<file path="src/rtl/gray_rr_arbiter.sv">
// gray_rr_arbiter
//   Round-robin arbiter sharing one DW-bit output channel among NR valid/ready
//   requesters, with one registered output stage. Each output beat carries the
//   binary index of its source and that index's Gray code.
//
//   Optional feature: define GRAY_ARB_LOCK_EN to enable burst lock. In this
//   mode a beat with in_last=0 keeps the grant on its requester until a beat
//   with in_last=1 ends the burst.
//
// Parameters
//   NR : number of requesters (2 <= NR <= 2**KW)
//   KW : index / select width
//   DW : data width per requester
//
// Ports
//   clk        clock, rising edge
//   rst        synchronous active-high reset
//   in_valid   per-requester valid
//   in_data    requester i occupies [DW*i +: DW]
//   in_last    per-requester end-of-burst marker
//   in_ready   per-requester ready (combinational, one-hot or zero)
//   out_valid  output beat valid
//   out_data   granted data
//   out_id     binary index of the source requester
//   out_gray   Gray code of out_id
//   out_last   registered in_last of the source requester
//   out_ready  downstream accept
module gray_rr_arbiter #(
   parameter int unsigned NR = 4,
   parameter int unsigned KW = 2,
   parameter int unsigned DW = 8
) (
   input  logic             clk,
   input  logic             rst,
   input  logic [NR-1:0]    in_valid,
   input  logic [NR*DW-1:0] in_data,
   input  logic [NR-1:0]    in_last,
   output logic [NR-1:0]    in_ready,
   output logic             out_valid,
   output logic [DW-1:0]    out_data,
   output logic [KW-1:0]    out_id,
   output logic [KW-1:0]    out_gray,
   output logic             out_last,
   input  logic             out_ready
);

   logic [KW-1:0] ptr;
   logic [KW-1:0] w_srch;
   logic [KW-1:0] w;
   logic [KW-1:0] w_inc;
   logic          found;
   logic          load;
   logic          any_v;
   logic          xfer;
   logic          adv;
   int unsigned   idx;
   logic [KW-1:0] idx_k;

   assign load  = !out_valid || out_ready;
   assign any_v = |in_valid;

   // Search starts at ptr and wraps at NR rather than at 2**KW, so the
   // winner is always a legal requester index.
   always_comb begin
      w_srch = '0;
      found  = 1'b0;
      idx    = 0;
      idx_k  = '0;
      for (int unsigned off = 0; off < NR; off++) begin
         idx = int'(ptr) + off;
         if (idx >= NR) idx = idx - NR;
         idx_k = KW'(idx);
         if (!found && in_valid[idx_k]) begin
            w_srch = idx_k;
            found  = 1'b1;
         end
      end
   end

`ifdef GRAY_ARB_LOCK_EN
   typedef enum logic {OPEN, LOCKED} lock_t;
   lock_t         state;
   lock_t         state_nxt;
   logic [KW-1:0] lock_id;
   logic [KW-1:0] lock_id_nxt;

   // While LOCKED the grant stays on lock_id even if that requester is idle,
   // so no other requester can slip a beat into the middle of a burst.
   assign w   = (state == LOCKED) ? lock_id : w_srch;
   assign adv = in_last[w];

   always_ff @(posedge clk) begin
      if (rst) begin
         state   <= OPEN;
         lock_id <= '0;
      end else begin
         state   <= state_nxt;
         lock_id <= lock_id_nxt;
      end
   end

   always_comb begin
      state_nxt   = state;
      lock_id_nxt = lock_id;
      if (xfer) begin
         if (in_last[w]) begin
            state_nxt = OPEN;
         end else begin
            state_nxt   = LOCKED;
            lock_id_nxt = w;
         end
      end
   end
`else
   assign w   = w_srch;
   assign adv = 1'b1;
`endif

   assign w_inc    = (w == KW'(NR - 1)) ? '0 : w + 1'b1;
   assign in_ready = (load && any_v && !rst) ? (NR'(1) << w) : '0;
   assign xfer     = |(in_ready & in_valid);

   always_ff @(posedge clk) begin
      if (rst) begin
         out_valid <= 1'b0;
         out_data  <= '0;
         out_id    <= '0;
         out_gray  <= '0;
         out_last  <= 1'b0;
         ptr       <= '0;
      end else if (xfer) begin
         out_valid <= 1'b1;
         out_data  <= in_data[DW*w +: DW];
         out_id    <= w;
         out_gray  <= w ^ (w >> 1);
         out_last  <= in_last[w];
         if (adv) ptr <= w_inc;
      end else if (load) begin
         // Nothing transferred this cycle (idle, or locked requester idle):
         // the register is free, so present a bubble instead of a repeat.
         out_valid <= 1'b0;
      end
   end

endmodule

</file>
<file path="config.mk">
export PLATFORM = sky130hd
export DESIGN_NAME = gray_rr_arbiter
export DESIGN_NICKNAME = d
export VERILOG_FILES = /design/src/rtl/gray_rr_arbiter.sv
export SDC_FILE = /design/constraint.sdc
export NUM_CORES = 1
export LEC_CHECK = 0
export CORE_UTILIZATION = 35
export DETAILED_ROUTE_END_ITERATION = 16
export PLACE_DENSITY = 0.85
export SYNTH_ARGS = -nofsm -noshare
export SYNTH_HDL_FRONTEND = slang
export SYNTH_SLANG_ARGS = --single-unit
</file>
<file path="constraint.sdc">
create_clock -name clk -period 2.15 [get_ports clk]
set_clock_uncertainty 0.05 [all_clocks]
set_input_delay 0.43 -clock clk [delete_from_list [all_inputs] [get_ports clk]]
set_output_delay 0.43 -clock clk [all_outputs]
set_load 0.1 [all_outputs]
</file>
; ---- After elaboration in Yosys (flattened, before gate mapping)
; Index checks and enable logic that the tools add are counted.
[word_totals]
ff_bits = 16
out_inout_bits = 18
wordCells = 67
[op_classes]
addsub = 8
n_lt_le_gt_ge = 9
n_eq_ne = 1
shift = 2
muxes = 25
n_bitwise = 2
n_reduce_logical = 14
[op_table]
columns = operator, count
row1 = 32-bit by 6-bit indexed part select with 8-bit output, 1
row2 = 2-bit 2-to-1 mux, 9
row3 = 2-bit by 3-bit less-than comparator with 1-bit output (second input constant), 5
row4 = 1-bit binary-select mux with 2-bit select, 5
row5 = 1-bit 2-to-1 mux, 10
row6 = 3-bit >= comparator (second input constant), 3
row7 = 4-bit OR reduction, 2
row8 = 2-bit by 1-bit subtractor with 2-bit output (second input constant), 4
row9 = 2-bit by 2-bit adder with 3-bit output (second input constant), 2
row10 = 1-bit logical AND, 5
row11 = 1-bit zero test, 5
row12 = 4-bit AND, 1
row13 = 4-bit 2-to-1 mux, 1
row14 = 1-bit by 2-bit left shift with 4-bit output (first input constant), 1
row15 = 2-bit by 1-bit adder with 3-bit output (second input constant), 1
row16 = 2-bit by 3-bit >= comparator with 1-bit output (second input constant), 1
row17 = 2-bit by 1-bit adder with 2-bit output (second input constant), 1
row18 = 2-bit equality test (second input constant), 1
row19 = 2-bit nonzero test, 1
row20 = 2-bit by 1-bit bitwise XOR with 2-bit output, 1
row21 = 1-bit logical OR, 1

; ---- Logic depth before layout (Yosys ltp)
[depth]
depth_word = 19
depth_mapped = 5
mapped_depth_nobuf = 4

; ---- Worst setup path before layout
; No wires, ideal clock.
[synth_path]
path_type = flip-flop to output port
startpoint = register out_valid
endpoint = output in_ready[1]
arrival_ps = 3092
t_required_ps = 1670
setup_slack_ps = -1422
stages_incl_launch_ff = 5
cell_sequence = dfxtp_1 -> nor2b_1 -> or3_1 -> or2_2 -> a21oi_1
[synth_via]
elab_chain_cells = 5
[synth_rtl]
columns = item, line_no
row1 = start: declaration, 39  ; output logic out_valid,
row2 = start signal: assignment, 125  ; out_valid <= 1'b0;
row3 = start signal: assignment, 132  ; out_valid <= 1'b1;
row4 = start signal: assignment, 141  ; out_valid <= 1'b0;
row5 = 1-bit zero test, 59  ; assign load = !out_valid || out_ready;
row6 = 1-bit logical OR, 59
row7 = 1-bit logical AND (2 in a row), 120  ; assign in_ready = (load && any_v && !rst) ? (NR'(1) << w) : '0;
row8 = 4-bit 2-to-1 mux, 120
row9 = end: declaration, 38  ; output logic [NR-1:0] in_ready,
; No other way between the ends.

; ---- Final worst setup path
[layout_path]
startpoint = register ptr[1]
endpoint = output in_ready[1]
[layout_via]
elab_chain_cells = 16
elab_cells_between_ends = 38
classes_between = add/sub (7) / order compare (4) / shift (1) / mux (20) / reduce/logical (6)
[layout_rtl]
columns = item, line_no
row1 = start: declaration, 47  ; logic [KW-1:0] ptr;
row2 = start signal: assignment, 137  ; if (adv) ptr <= w_inc;
row3 = "parallel branches: the longest is 13 deep, another holds 2-bit by 1-bit adder with 3-bit output", -
row4 = 2-bit 2-to-1 mux (*), 73  ; if (!found && in_valid[idx_k]) begin
row5 = 1-bit by 2-bit left shift with 4-bit output (*), 120
row6 = 4-bit 2-to-1 mux (*), 120
; Mark *: on every way between the ends. The select of a mux whose other input is x is not followed.

==> run summary <==
pre-CTS setup slack - -0.479 ns
CP Launch Point - ptr[1]
CTS Hold Bufs - 0
Rows - 18
RSZ-0062 raised after global routing - yes
drc violations - 0
die width - 52.7 um
Peak VDD IR - 673 uV
# clock sinks - 15
DR vias/cell - 5.46
Lkg Pwr - 0.752 nW
port bufs - 60
htree depth - 1
DIE AREA - 2780 sq um
Ports - 61
Clk pwr share - 13.8%
initial antenna violation count - 0
highest cell delay on the worst timing path - 0.40 ns
sequential-to-total area share from yosys stat - 33.4%
largest net degree at the start of global routing - 21
Mapped Nets - 137
HPWL after DPL - 2150 um
setup TNS - -0.0521 ns
Hold Path Class - flop to flop
worst-skew pair later-pin latency - 0.28 ns
clk slew on worst S/H paths - 0.09 ns
Reg2Reg Depth - 7
Avg Synthesized Cell Area - 9.57 sq um
count of final max-slew check failures - 0
critical path class - flop to output pin
Slew Limit Headroom - 78.6%
Sw Share - 47.4%
final hold vios - 0
setup ws final - -0.0467 ns
status - complete, but fails checks
Internal - 625 uW
R2R Path Start - ptr[1]
critical path's slowest cell - dfxtp_4
Synth-to-Final Area Change - 94.3%
crit path capture type - output pin
pwr/cell area - 680 nW/um^2
final setup vio count - 2
1st-pass router iterations - 5
Tightest Pin Transition - 0.318 ns
GR Overflow Total - 0
share of cells above drive strength 1 - 36.5%
TritonCTS buffer count - 3
Yosys reg bits - 15
crit path cell chain - mux2i_4, o221ai_4, or2_4, a21oi_4, buf_12
Core Footprint - 2450 sq um
Worst setup endpoint - in_ready[1]
Clock Tree Buf Depth - 2
crit path DAT - 1.72 ns
Post-DP Area - 1640 sq um
max cap viols - 0
critical path peak fanout - 5
Routed WL per cell - 15.0 um
cells after synthesis - 94
first-pass GRT wire length - 4520 um
global-route usage over all layers - 22.5%
final period demand of the worst path - 2.20 ns
Die Ht - 52.7 um
Critical Path RT - 1.67 ns
RD Place Congestion - 0.829
most frequent cells in the layout - clkdlybuf4s50_1, buf_4, mux2i_1, dfxtp_1
part of the power in combinational logic - 57.5%
Worst R2R Setup Slack - 0.10 ns
CTS tree - done
fin area - 1750 sq um
DR vias - 1075
period utilization - 102%
failing checks - negative setup slack
warning count from the yosys run - 0
DRT iter0 DRCs - 13
vias in the first global route - 1098
type of origin of the critical path - flop
post-synth cell types - 26
Initial Util - 36.6%
f_max - 455 MHz
final wirelength - 2960 um
sequential power share - 28.7%
nets@finish - 211
DRT antenna net count - 0
CTS Root Cell - clkbuf_4
Synth Cell Area - 900 sq um
Min Hold Slack - 0.436 ns
ant diodes - 0
Fillers - 171
RR Endpoint - out_data[2]
switching pwr - 563 uW
commonest non-fill, non-tap cell in the layout - clkdlybuf4s50_1
Power, Total - 1.19 mW
## flip-flops by register name, summed over array words and instances (netlist names)
register   cells
out_last       1
out_data       8
out_valid      1
out_id         2
out_gray       1
ptr            2
## metrics by stage
stage | util, % | instances
after floorplan | - | 94
after global placement | 66.9 | 187
after detailed placement | 66.9 | 187
after CTS | 70.3 | 194
after global routing | 71.2 | 197
final | 71.2 | 197
## layer usage
metal | vias up | GRT usage [%] | routed length (um)
met2 | 68 | 39.7 | 1490
li1 | 508 | - | -
met5 | - | 0 | 0
met4 | 0 | 10.5 | 54
met3 | 8 | 6.09 | 270
met1 | 491 | 24.5 | 1150
## worst max-delay path, delay by kind of cell (launching register included)
kind | cells | cell delay, ns
compound gates | 2 | 0.30
buf+inv | 1 | 0.19
flops | 1 | 0.40
mux | 1 | 0.26
simple gates | 1 | 0.29
## synth_stat cells (all sizes together)
library cell / number / share of area (%)
o221ai: 10 / 10
or2: 1 / 0.70
a21boi: 1 / 0.83
nor4: 1 / 0.70
a21oi: 5 / 2.8
nor2: 5 / 2.1
clkbuf: 1 / 0.42
a311oi: 2 / 1.9
and2: 1 / 0.70
nor2b: 4 / 2.8
a221o: 1 / 1.1
nor3: 1 / 0.56
dfxtp: 15 / 33
a21o: 2 / 1.7
or3b: 1 / 0.97
nand3: 2 / 2.2
nand2: 5 / 2.1
inv: 1 / 0.42
o21bai: 1 / 0.83
mux2i: 19 / 21
buf: 5 / 4.0
or3: 1 / 0.70
nand3b: 9 / 7.5
## worst min-delay path by stage
| stage | start | end | slack, ns | cells after the start |
|---|---|---|---|---|
| 2_1_floorplan | ptr[1] | ptr[1] | 0.47 | 2 |
| 3_3_place_gp | out_id[0] | out_id[0] | 0.40 | 2 |
| 3_5_place_dp | out_id[0] | out_id[0] | 0.42 | 2 |
| 4_1_cts | out_id[1] | out_id[1] | 0.44 | 2 |
| 5_1_grt | out_id[1] | out_id[1] | 0.46 | 2 |
| 6_report | out_id[1] | out_id[1] | 0.44 | 2 |
## cells by family (layout without fill, tap and decap cells)
logic type             after synthesis  after routing  share of synthesized area [%]
AND/OR/NAND/NOR                     31             31                           21.0
AO/OA/AOI/OAI                       22             22                           19.6
multiplexers                        19             19                           21.1
flip-flops                          15             15                           33.4
buffers and inverters                7             80                           4.87
## timing repair
item                       in CTS  in global routing
pin swaps                       3                  1
setup buffers                   3                  3
gates resized for setup        28                  0
setup endpoints to repair      13                  3
## area by class of cell
cell class                 instances  area [sq um]  area share [%]
clock inverter                     1          5.00           0.286
multi-input combinational         72           669            38.3
timing repair buffer              75           702            40.2
tap                               30          37.5            2.15
clock buffer                       3          22.5            1.29
inverter                           1          3.75           0.215
sequential                        15           308            17.6
## power groups by stage
stage	registers (mW)	logic (mW)	clock network (mW)
6_report	0.341	0.683	0.164
5_1_grt	0.345	0.709	0.179
4_1_cts	0.340	0.671	0.168
3_5_place_dp	0.344	0.654	0
3_3_place_gp	0.343	0.643	0
2_1_floorplan	0.581	0.216	0
Power figures use the tool's default switching activity.
==> RTL edit, RTL diff (same settings) <==
Set the parameter `NR` to 3 (it was 4).
--- a/src/rtl/gray_rr_arbiter.sv
+++ b/src/rtl/gray_rr_arbiter.sv
@@ -27,5 +27,5 @@
 //   out_ready  downstream accept
 module gray_rr_arbiter #(
-   parameter int unsigned NR = 4,
+   parameter int unsigned NR = 3,
    parameter int unsigned KW = 2,
    parameter int unsigned DW = 8
Ports: changed (resized in_data, in_last, in_ready and in_valid); port bits go from 61 to 50. The function was not compared with the original's and may differ.
==> RTL edit against the unedited design <==
- the flow still finishes with violations (negative setup slack)
- die area grew 17%
- sequential cell count is the same
- wire length grew 45%
- first-iteration DRC count increased to 6.9 times the old value
- design area increased by 22%
- setup slack worse by 0.65 ns
- critical path depth rose by 4
- area after synthesis rose by 18%
- final cell count increased by 22%
- critical path type unchanged
- highest routed layer unchanged
Power is not compared: it rests on default switching activity, and its combinational part moved more than twofold at a synthesized area within 25%.
==> RTL edit: results (changes against the unedited design) <==
- Status: finished with violations
- Failing checks: negative setup slack
- CP peak stage delay: 0.38 ns (-0.02 ns)
- RR Endpoint: out_data[3]
- Setup WS pre-CTS: -0.7944 ns (-0.3152 ns)
- Setup ws final: -0.6972 ns (-0.6505 ns)
- Hold Path Depth: 2 (unchanged)
- Fin cells: 241 (+22%)
- FILL cells: 192 (+12%)
- Combinational power share: 0.806
- Layout cell share with drive strength beyond 1: 0.5000 (+0.1347)
- Design Power: 3.016 mW
- Nets@finish: 248 (+18%)
- Reg-to-Reg Start: ptr[0]
- Setup TNS: -9.605 ns (-9.553 ns)
- Cell variety after synth: 31 (+19%)
- DRT Pass-1 Iters: 4 (-1)
- IO buf count: 49 (-18%)
- Global-route wire length before repair: 6444 µm (+43%)
- Adder-cell share of the synthesized area: 0.04717 (+0.04717)
- Crit path capture: in_ready[2]
- Ranking of synthesized cells by area: dfxtp_1 28%, a21oi_1 8.0%, a311oi_1 7.4%, a22oi_1 7.1%, a211oi_2 5.9%
- Relative slew slack: 0.7269 (-0.05947)
- Largest net degree at the start of global routing: 17 (-19%)
- Post-synthesis sequential area ratio: 0.2830 (-0.05078)
- Synth Area per Inst: 8.421 µm² (-12%)
- DPL Wire Length: 2721 µm (+27%)
- Drt wl/cell: 17.83 µm (+19%)
- Hold endpoint: out_id[0]
- Post-Syn Nets: 163 (+19%)
- DRT iter0 DRCs: 90 (+77)
- Final instance area: 2131 µm² (+22%)
- Compound-Gate Fraction of Synth Area: 0.4151 (+0.2190)
- H-Tree Depth: 1 (unchanged)
- Initial antenna violation count: 0 (unchanged)
- Total GRT Usage: 0.2570 (+0.03240)
- Synth cell count leaders: 17 x a21oi_1, 15 x dfxtp_1, 10 x a22oi_1, 9 x a311oi_1, 9 x nand3_1
- R2R setup slack: -0.56 ns (-0.66 ns)
- R2R cell count: 13 (+6)
- Post-CTS setup buffers: 5 (+2)
- Leakage: 0.8146 nW
- Final setup viols: 18 (+16)
- Mux contribution to synthesized area: 0.02948 (-0.1819)
- Routability Congestion: 0.9238 (+11%)
- Placed inst area: 1821 µm² (+11%)
- Number of gates resized after cts: 27 (-3.6%)
- Peak supply drop: 1007 µV
- Post-DR vias/cell: 5.651 (+3.6%)
- Minimum hold slack: 0.4277 ns (-0.007843 ns)
- Critical Path Fanout Max: 7 (+2)
- Worst-skew pair later-pin latency: 0.28 ns (about the same)
- Hold_sp: out_id[0]
- Dpl cells: 227 (+21%)
## RTL edit: per-layer routing
metal / vias up / wire, µm / global-route usage / part of all wire
met5: - / 0 / 0 / 0
met4: 0 / 77 / 0.1010 / 0.018
met3: 8 / 241 / 0.04082 / 0.056
met2: 61 / 2359 / 0.4941 / 0.55
met1: 643 / 1618 / 0.2783 / 0.38
li1: 650 / - / - / -
## RTL edit: worst max-delay path: cells and delay by family, from the launching register on
| family | cells | cell delay (ns) |
|---|---|---|
| buffers and inverters | 3 | 0.32 |
| DFF | 1 | 0.38 |
| adders and majority gates | 1 | 0.31 |
| muxes | 1 | 0.35 |
| and+or+nand+nor | 2 | 0.31 |
| AOI/OAI and AO/OA | 2 | 0.39 |
## RTL edit: area by class of cell
type / count / area share
multi-input combinational: 93 / 0.4193
timing repair buffer: 90 / 0.3887
sequential: 15 / 0.1445
tap: 31 / 0.01820
inverter: 8 / 0.01703
clock buffer: 4 / 0.01233
